File: src/rtl/rtc_pkg.sv
// Shared constants, field widths and FSM state type for the RTC timekeeper.
package rtc_pkg;

    localparam int SEC_W   = 6;
    localparam int MIN_W   = 6;
    localparam int HR_W    = 5;

    localparam int SEC_MAX = 59;
    localparam int MIN_MAX = 59;
    localparam int HR_MAX  = 23;

    typedef enum logic [1:0] {
        IDLE  = 2'd0,
        C_MIN = 2'd1,
        C_HR  = 2'd2,
        C_DAY = 2'd3
    } state_t;

endpackage

File: src/rtl/rtc_wrap_counter.sv
// Loadable modulo-(MAX+1) counter; carry flags the increment that wraps to zero.
module rtc_wrap_counter
    import rtc_pkg::*;
#(
    parameter int W   = SEC_W,
    parameter int MAX = SEC_MAX
) (
    input  logic         clk,
    input  logic         rst,
    input  logic         load,
    input  logic [W-1:0] load_val,
    input  logic         inc,
    output logic [W-1:0] value,
    output logic         carry
);

    localparam logic [W-1:0] MAX_V = W'(MAX);

    assign carry = inc && (value == MAX_V);

    // NOTE: sequential state uses non-blocking assignments so every register samples pre-edge values.
    always_ff @(posedge clk or posedge rst) begin
        if (rst) begin
            value <= '0;
        end else if (load) begin
            value <= load_val;
        end else if (inc) begin
            value <= carry ? '0 : value + W'(1);
        end
    end

endmodule

File: src/rtl/rtc_timekeeper.sv
// Time-of-day sequencer: ripples tick carries one field per clock, arbitrates
// host time-set requests against ticks and strobes an alarm on a time match.
module rtc_timekeeper
    import rtc_pkg::*;
#(
    parameter int DAY_W = 16
) (
    input  logic             clk,
    input  logic             rst,
    input  logic             tick,
    input  logic             set_req,
    input  logic [SEC_W-1:0] set_sec,
    input  logic [MIN_W-1:0] set_min,
    input  logic [HR_W-1:0]  set_hr,
    input  logic [DAY_W-1:0] set_day,
    output logic             set_ack,
    output logic             set_err,
    input  logic             alarm_en,
    input  logic [SEC_W-1:0] alarm_sec,
    input  logic [MIN_W-1:0] alarm_min,
    input  logic [HR_W-1:0]  alarm_hr,
    output logic [SEC_W-1:0] sec,
    output logic [MIN_W-1:0] min,
    output logic [HR_W-1:0]  hr,
    output logic [DAY_W-1:0] day,
    output logic             busy,
    output logic             alarm_pulse,
    output logic             overrun
);

    state_t state;
    logic   pending;
    logic   alarm_check;

    logic   eff_tick;
    logic   set_service;
    logic   set_valid;
    logic   set_load;
    logic   sec_inc, min_inc, hr_inc;
    logic   sec_carry, min_carry, hr_carry;
    logic   time_match;

    assign eff_tick    = tick || pending;
    assign busy        = (state != IDLE);
    // The cycle right after an ack belongs to the host dropping set_req, so it is never serviced.
    assign set_service = set_req && (state == IDLE) && !tick && !pending && !set_ack;
    assign set_valid   = (set_sec <= SEC_W'(SEC_MAX)) &&
                         (set_min <= MIN_W'(MIN_MAX)) &&
                         (set_hr  <= HR_W'(HR_MAX));
    assign set_load    = set_service && set_valid;

    assign sec_inc     = (state == IDLE) && eff_tick;
    assign min_inc     = (state == C_MIN);
    assign hr_inc      = (state == C_HR);
    assign time_match  = ({hr, min, sec} == {alarm_hr, alarm_min, alarm_sec});

    rtc_wrap_counter #(.W(SEC_W), .MAX(SEC_MAX)) u_sec (
        .clk      (clk),
        .rst      (rst),
        .load     (set_load),
        .load_val (set_sec),
        .inc      (sec_inc),
        .value    (sec),
        .carry    (sec_carry)
    );

    rtc_wrap_counter #(.W(MIN_W), .MAX(MIN_MAX)) u_min (
        .clk      (clk),
        .rst      (rst),
        .load     (set_load),
        .load_val (set_min),
        .inc      (min_inc),
        .value    (min),
        .carry    (min_carry)
    );

    rtc_wrap_counter #(.W(HR_W), .MAX(HR_MAX)) u_hr (
        .clk      (clk),
        .rst      (rst),
        .load     (set_load),
        .load_val (set_hr),
        .inc      (hr_inc),
        .value    (hr),
        .carry    (hr_carry)
    );

    always_ff @(posedge clk or posedge rst) begin
        if (rst) begin
            state       <= IDLE;
            pending     <= 1'b0;
            overrun     <= 1'b0;
            alarm_check <= 1'b0;
            alarm_pulse <= 1'b0;
            set_ack     <= 1'b0;
            set_err     <= 1'b0;
            day         <= '0;
        end else begin
            set_ack     <= 1'b0;
            set_err     <= 1'b0;
            alarm_check <= 1'b0;
            alarm_pulse <= alarm_check && alarm_en && time_match;

            case (state)
                IDLE: begin
                    if (eff_tick) begin
                        // A fresh tick arriving while the pending one is consumed stays queued.
                        pending <= tick && pending;
                        if (sec_carry) state <= C_MIN;
                        else           alarm_check <= 1'b1;
                    end else if (set_service) begin
                        set_ack <= 1'b1;
                        set_err <= !set_valid;
                        if (set_valid) begin
                            day     <= set_day;
                            overrun <= 1'b0;
                        end
                    end
                end
                C_MIN: begin
                    if (min_carry) begin
                        state <= C_HR;
                    end else begin
                        state       <= IDLE;
                        alarm_check <= 1'b1;
                    end
                end
                C_HR: begin
                    if (hr_carry) begin
                        state <= C_DAY;
                    end else begin
                        state       <= IDLE;
                        alarm_check <= 1'b1;
                    end
                end
                default: begin
                    day         <= day + DAY_W'(1);
                    state       <= IDLE;
                    alarm_check <= 1'b1;
                end
            endcase

            if (state != IDLE && tick) begin
                if (pending) overrun <= 1'b1;
                else         pending <= 1'b1;
            end
        end
    end

endmodule

File: config.mk
export PLATFORM = sky130hd
export DESIGN_NAME = rtc_timekeeper
export DESIGN_NICKNAME = d
export VERILOG_FILES = /design/src/rtl/rtc_pkg.sv /design/src/rtl/rtc_wrap_counter.sv /design/src/rtl/rtc_timekeeper.sv
export SDC_FILE = /design/constraint.sdc
export NUM_CORES = 1
export LEC_CHECK = 0
export CAP_MARGIN = 20
export CORE_MARGIN = 5
export CORE_UTILIZATION = 41
export DETAILED_ROUTE_END_ITERATION = 10
export MAX_ROUTING_LAYER = met4
export PLACE_DENSITY = 0.81
export SKIP_CTS_REPAIR_TIMING = 1
export SLEW_MARGIN = 40
export SYNTH_ARGS = -nofsm -noshare
export SYNTH_HDL_FRONTEND = slang
export SYNTH_SLANG_ARGS = --single-unit
File: constraint.sdc
create_clock -name clk -period 2 [get_ports clk]
set_clock_uncertainty 0.2 [all_clocks]
set_input_delay 0.4 -clock clk [delete_from_list [all_inputs] [get_ports clk]]
set_output_delay 0.4 -clock clk [all_outputs]
set_load 0.005 [all_outputs]
* Word level (Yosys, flattened, before mapping)
Index checks and enable logic that the tools add are counted.
** Word-level totals
- Register bits after elaboration :: 41
- Bits of input ports :: 55
- Output and inout bits :: 38
- Word-level logic and storage cells :: 97
** Cells by class
- Add/sub/neg operators :: 4
- Magnitude comparators :: 3
- Equality and inequality tests :: 11
- Multiplexer cells :: 39
- Bitwise gates (word level) :: 1
- Reduce and logical (&&, ||, !) cells :: 28
** Operator list (count)
- 16-bit two-way mux :: 3
- 6-bit two-way mux :: 6
- 16-bit case mux with 2 select lines :: 1
- 1-bit two-way mux :: 20
- 17-bit equality test :: 1
- 16-bit by 1-bit adder with 16-bit output, second input constant :: 1
- 1-bit logical AND :: 15
- 5-bit two-way mux :: 3
- 6-bit by 1-bit adder with 6-bit output, second input constant :: 2
- 6-bit equality test, second input constant :: 2
- 6-bit <= comparator, second input constant :: 2
- 2-bit two-way mux :: 4
- 2-bit inequality test, second input constant :: 4
- 2-bit nonzero test :: 4
- 2-bit case mux with 3 select lines :: 1
- 5-bit by 1-bit adder with 5-bit output, second input constant :: 1
- 5-bit equality test, second input constant :: 1
- 5-bit <= comparator, second input constant :: 1
- 1-bit zero test :: 4
- 4-bit AND reduction :: 1
- 1-bit case mux with 3 select lines :: 1
- 2-bit by 1-bit equality test with 1-bit output, second input constant :: 1
- 2-bit equality test, second input constant :: 1
- 2-bit zero test :: 1
- other kinds (5) :: 5

* Logic depth before layout (Yosys ltp)
- Word-level depth :: 10
- Depth in mapped cells :: 10
- Mapped depth without buffers :: 7

* Cells and area by module
Synthesis repeated with hierarchy kept, for this count alone.
** Second synthesis, totals
- Cells, all modules :: 302
- Area, all modules :: 2692.6 sq um
** Modules (own cells, without submodules)
- rtc_timekeeper :: times used 1, cells an instance 187, area an instance 1656.6 sq um, seq. area each 600.6 sq um
- rtc_wrap_counter at u_min ... :: times used 2, cells an instance 42, area an instance 374.1 sq um, seq. area each 150.1 sq um
- rtc_wrap_counter at u_hr :: times used 1, cells an instance 31, area an instance 287.8 sq um, seq. area each 125.1 sq um

* Least setup slack after synthesis
OpenSTA, ideal clock, no wires.
- Path kind :: reg-to-reg
- Start :: register state[0]
- End :: register day[0]
- Library setup time :: 125 ps
- Arrival :: 1800 ps
- Required time :: 1675 ps
- Setup slack :: -125 ps
- Stages on the path, launching flop included :: 9
- Path buffers :: 2
- Clock period less this slack :: 2125 ps
- Cell sequence :: dfrtp_1 -> inv_1 -> ha_1 -> buf_2 -> and4b_1 -> buf_6 -> nand2_1 -> a21oi_2 -> mux2_2
** On the way
- Cells in the longest elaborated chain, start to end :: 7
- Elaborated cells on any way between the ends :: 14
- Those cells by class :: 5 x eq/ne; 1 x mux; 1 x bitwise; 7 x reduce/logical
** Ends and longest elaborated chain
- start: declaration :: line rtc_timekeeper.sv:31 : state_t state;
- start signal: assignment :: line rtc_timekeeper.sv:89 : state <= IDLE;
- start signal: assignment :: line rtc_timekeeper.sv:108 : if (sec_carry) state <= C_MIN;
- start signal: assignment :: line rtc_timekeeper.sv:121 : state <= C_HR;
- 2-bit zero test :: line rtc_timekeeper.sv:46, rtc_timekeeper.sv:103
- 1-bit logical AND (4 in series) :: line rtc_timekeeper.sv:46 : assign set_service = set_req && (state == IDLE) && !tick && !pending && !set_ack;
- 2-bit inequality test (no line)
- 4-bit AND reduction (no line)
- end signal: assignment :: line rtc_timekeeper.sv:114 : day <= set_day;
- end signal: assignment :: line rtc_timekeeper.sv:136 : day <= day + DAY_W'(1);
- end: declaration :: line rtc_timekeeper.sv:25 : output logic [DAY_W-1:0] day,
Parallel ways exist; a longest one is shown, timed or not.
A chain may end at the register's enable or synchronous reset.

* Worst setup path after layout
- Start :: input port tick
- End :: register day[6]
** On the way
- Cells in the longest elaborated chain, start to end :: 6
- Elaborated cells on any way between the ends :: 8
- Those cells by class :: 2 x eq/ne; 6 x reduce/logical
** Ends and longest elaborated chain
- start: declaration :: line rtc_timekeeper.sv:10 : input logic tick,
- 1-bit zero test :: line rtc_timekeeper.sv:46
- 1-bit logical AND (3 in series) :: line rtc_timekeeper.sv:46
- 2-bit inequality test (no line)
- 4-bit AND reduction (no line) (*)
Mark *: on every way between the ends. The rest lies on a longest branch, timed or not.

==> summary.txt <==
Worst setup path
  • Crit Path Max Fanout: 6
  • WP data arrival: 1.99 ns
  • CP required: 2.01 ns
  • Critical-path top delay cell: clkdlybuf4s50_1
  • Startpoint types: input port
  • WP buf/inv: 2
  • Crit Path Category: input port to register
  • Crit path max-delay family: buffers and inverters
  • Delay of the slowest critical-path stage: 0.46 ns
  • CP endpoint kind: register
  • CP Cell Sequence: clkdlybuf4s50_1 -> nor2_2 -> and4b_2 -> nand2_4 -> buf_4 -> a211oi_2 -> a2bb2oi_1

Power
  • Pleak: 1.69 nW
  • Maximum vdd drop: 0.761 mV
  • Power per cell area: 1340 nW/um^2

Synthesis
  • Synthesized instance count: 308
  • Simple-Gate Fraction of Synth Area: 22.4%
  • Top cells by area, synth: dfrtp_1, nand2_1, o21ai_0
  • Area leader, netlist: dfrtp_1
  • Synth Area in XOR/XNOR: 6.17%
  • Number of synthesized flops with an enable pin: 0
  • Number of library cell types mapped by synthesis: 50
  • Syn nets: 371
  • Synth Area in Compound Gates: 20.0%
  • Post-Syn Area: 2700 um^2
  • Largest family of logic cells by synthesized area: simple AND/OR/NAND/NOR gates
  • Top-area cell type share of the netlist area: 38.1%
  • Post-synthesis sequential area ratio: 38.1%
  • Synth Area in Adders: 4.08%
  • Mean Syn Cell Area: 8.75 um^2
  • Most common cell in the netlist: dfrtp_1
  • Synth Flop Type: dfrtp_1
  • Top post-synthesis cells by count: dfrtp_1, nand2_1, o21ai_0
  • Multiplexer share of the synthesized area: 4.78%
  • Register bit total from synthesis: 41
  • Ys async rst share: 100%
  • Yosys warns: 0

Clocking
  • Root Driver: clkbuf_8
  • Skew-Pair Late Insertion Delay: 0.30 ns
  • Max clock buf depth: 2
  • CTS sink count: 41
  • Clk slew on worst S/H paths: 0.09 ns
  • TritonCTS clock tree: done
  • CTS Buf Count: 5
  • H-tree levels: 2

Layout
  • # fillers: 509
  • Fin nets: 499
  • Non-Filler Instances: 514
  • Area delta synth->final: 55.7%
  • ANT cells: 0
  • Proportion of layout cells with a drive suffix above 1: 19.9%

STA
  • Worst-margin pin slew: 0.361 ns
  • Setup-failing EPs final: 0
  • Slew Viols, Final: 0
  • Final Hold Violating Endpoints: 0
  • Peak Freq: 0.504 GHz
  • RSZ-0062 raised after global routing: true
  • Worst hold slack: 0.253 ns
  • Slew HR: 75.9%
  • Tcrit/Tclk final: 99.2%
  • Fin crit period: 1.98 ns

Flow run
  • Max_cap viols: 0

Drt
  • Post-DRT Antenna Nets: 0
  • Iteration-0 DRC Markers: 176
  • Final wirelength: 8690 um
  • Via count: 2903
  • Drt pass-1 iters: 4
  • Per-cell routed wire length: 16.9 um
  • Via/cell ratio: 5.65
  • DRC viols: 0

GRT
  • GRT Residual Overflow: 0
  • Vias in the first global route: 2917
  • Initial antenna violation count: 0
  • Global-route usage over all layers: 21.3%
  • Pin count of the biggest net entering global routing: 42
  • Global-route wire length before repair: 14200 um

Placed design
  • Placed cell count: 500
  • Hpwl dp: 6600 um
  • Global placement routability congestion: 0.910
  • Port bufs: 92

Floorplanning
  • Chip height: 91.1 um
  • Core Rows: 29
  • IO Count: 93
  • Starting Density: 42.2%
  • CORE AREA: 6390 um^2
  • Die Span X: 91.1 um
  • Die area: 8300 um^2

Run status
  • Status: finished, final reports clean

Min path
  • Hold crit path type: input port to async pin
-- final timing paths --
kind	slack, ns	endpoint	depth (start not counted)	start
max in group asynchronous	1.13	day[2]	3	rst
min	0.25	alarm_check	3	rst
max	0.02	day[6]	7	tick
max reg2reg	0.03	day[6]	7	state[0]
min in group clk	0.33	overrun	1	overrun
min reg2reg	0.33	overrun	1	overrun
-- state kept, by name, summed over array words and instances, names as in the netlist --
register / count
u_min.value: 6
day: 16
u_hr.value: 5
overrun: 1
set_err: 1
alarm_check: 1
set_ack: 1
pending: 1
alarm_pulse: 1
u_sec.value: 6
state: 2
-- cell type report --
type | instances | area, um^2 | share of cell area, %
clock buffer | 6 | 82.6 | 1.97
multi-input combinational | 243 | 1650 | 39.2
clock inverter | 2 | 37.5 | 0.894
inverter | 10 | 37.5 | 0.894
sequential | 41 | 1030 | 24.6
tap | 77 | 96.3 | 2.29
timing repair buffer | 135 | 1260 | 30.1
-- worst register-to-register path, cell delays in order (launching register included) --
cell and delay (ns):
dfrtp_1 0.39, inv_2 0.09, ha_4 0.20, and4b_2 0.33, nand2_4 0.11, buf_4 0.16
a211oi_2 0.20, a2bb2oi_1 0.20
-- cells by family (layout without fill, tap and decap cells) --
group                      count (synthesis)  count (layout)
and+or+nand+nor                          118             119
AOI/OAI and AO/OA                         84              84
DFF                                       41              41
buffers and inverters                     25             153
xor gates and xnor gates                  19              19
muxes                                     12              12
adders and majority gates                  9               9
-- cell usage in the layout, fill, tap and decap left out, drive strengths merged, types with 10 or more instances in the layout --
cell type and instances:
buf 43, dfrtp 41, xnor2 13, o21ai 24, nand2 37, o22ai 10
nand4 12, nand3 14, nor2 20, clkdlybuf4s50 91, a21oi 23, inv 10
-- per-layer routing --
| layer | track usage (%) | up-vias | part of all wire (%) |
|---|---|---|---|
| met4 | 5.01 | 0 | 0.91 |
| li1 | - | 1394 | - |
| met3 | 3.47 | 10 | 5.8 |
| met1 | 28.7 | 1375 | 45 |
| met5 | - | - | 0 |
| met2 | 33.8 | 124 | 48 |
-- per-stage QoR --
| step | setup TNS (ns) | area [um^2] | utilization [%] | setup slack, ns | total power, mW |
|---|---|---|---|---|---|
| floorplan | -0.0159 | 2730 | - | -0.0159 | 3.18 |
| global placement | -6.10 | 3950 | 61.8 | -0.243 | 4.61 |
| detailed placement | -8.28 | 3950 | 61.8 | -0.374 | 4.72 |
| CTS | -0.510 | 4070 | 63.7 | -0.167 | 5.44 |
| global route | -0.0484 | 4200 | 65.8 | -0.0149 | 6.04 |
| finish | 0 | 4200 | 65.8 | 0.0158 | 5.63 |
-- where the power goes --
| part | total [mW] | internal, mW | switching [mW] |
|---|---|---|---|
| combinational | 3.20 | 1.81 | 1.40 |
| sequential | 1.71 | 1.18 | 0.529 |
| clock | 0.709 | 0.406 | 0.303 |
| total | 5.63 | 3.40 | 2.23 |
(Power assumes the default switching activity.)
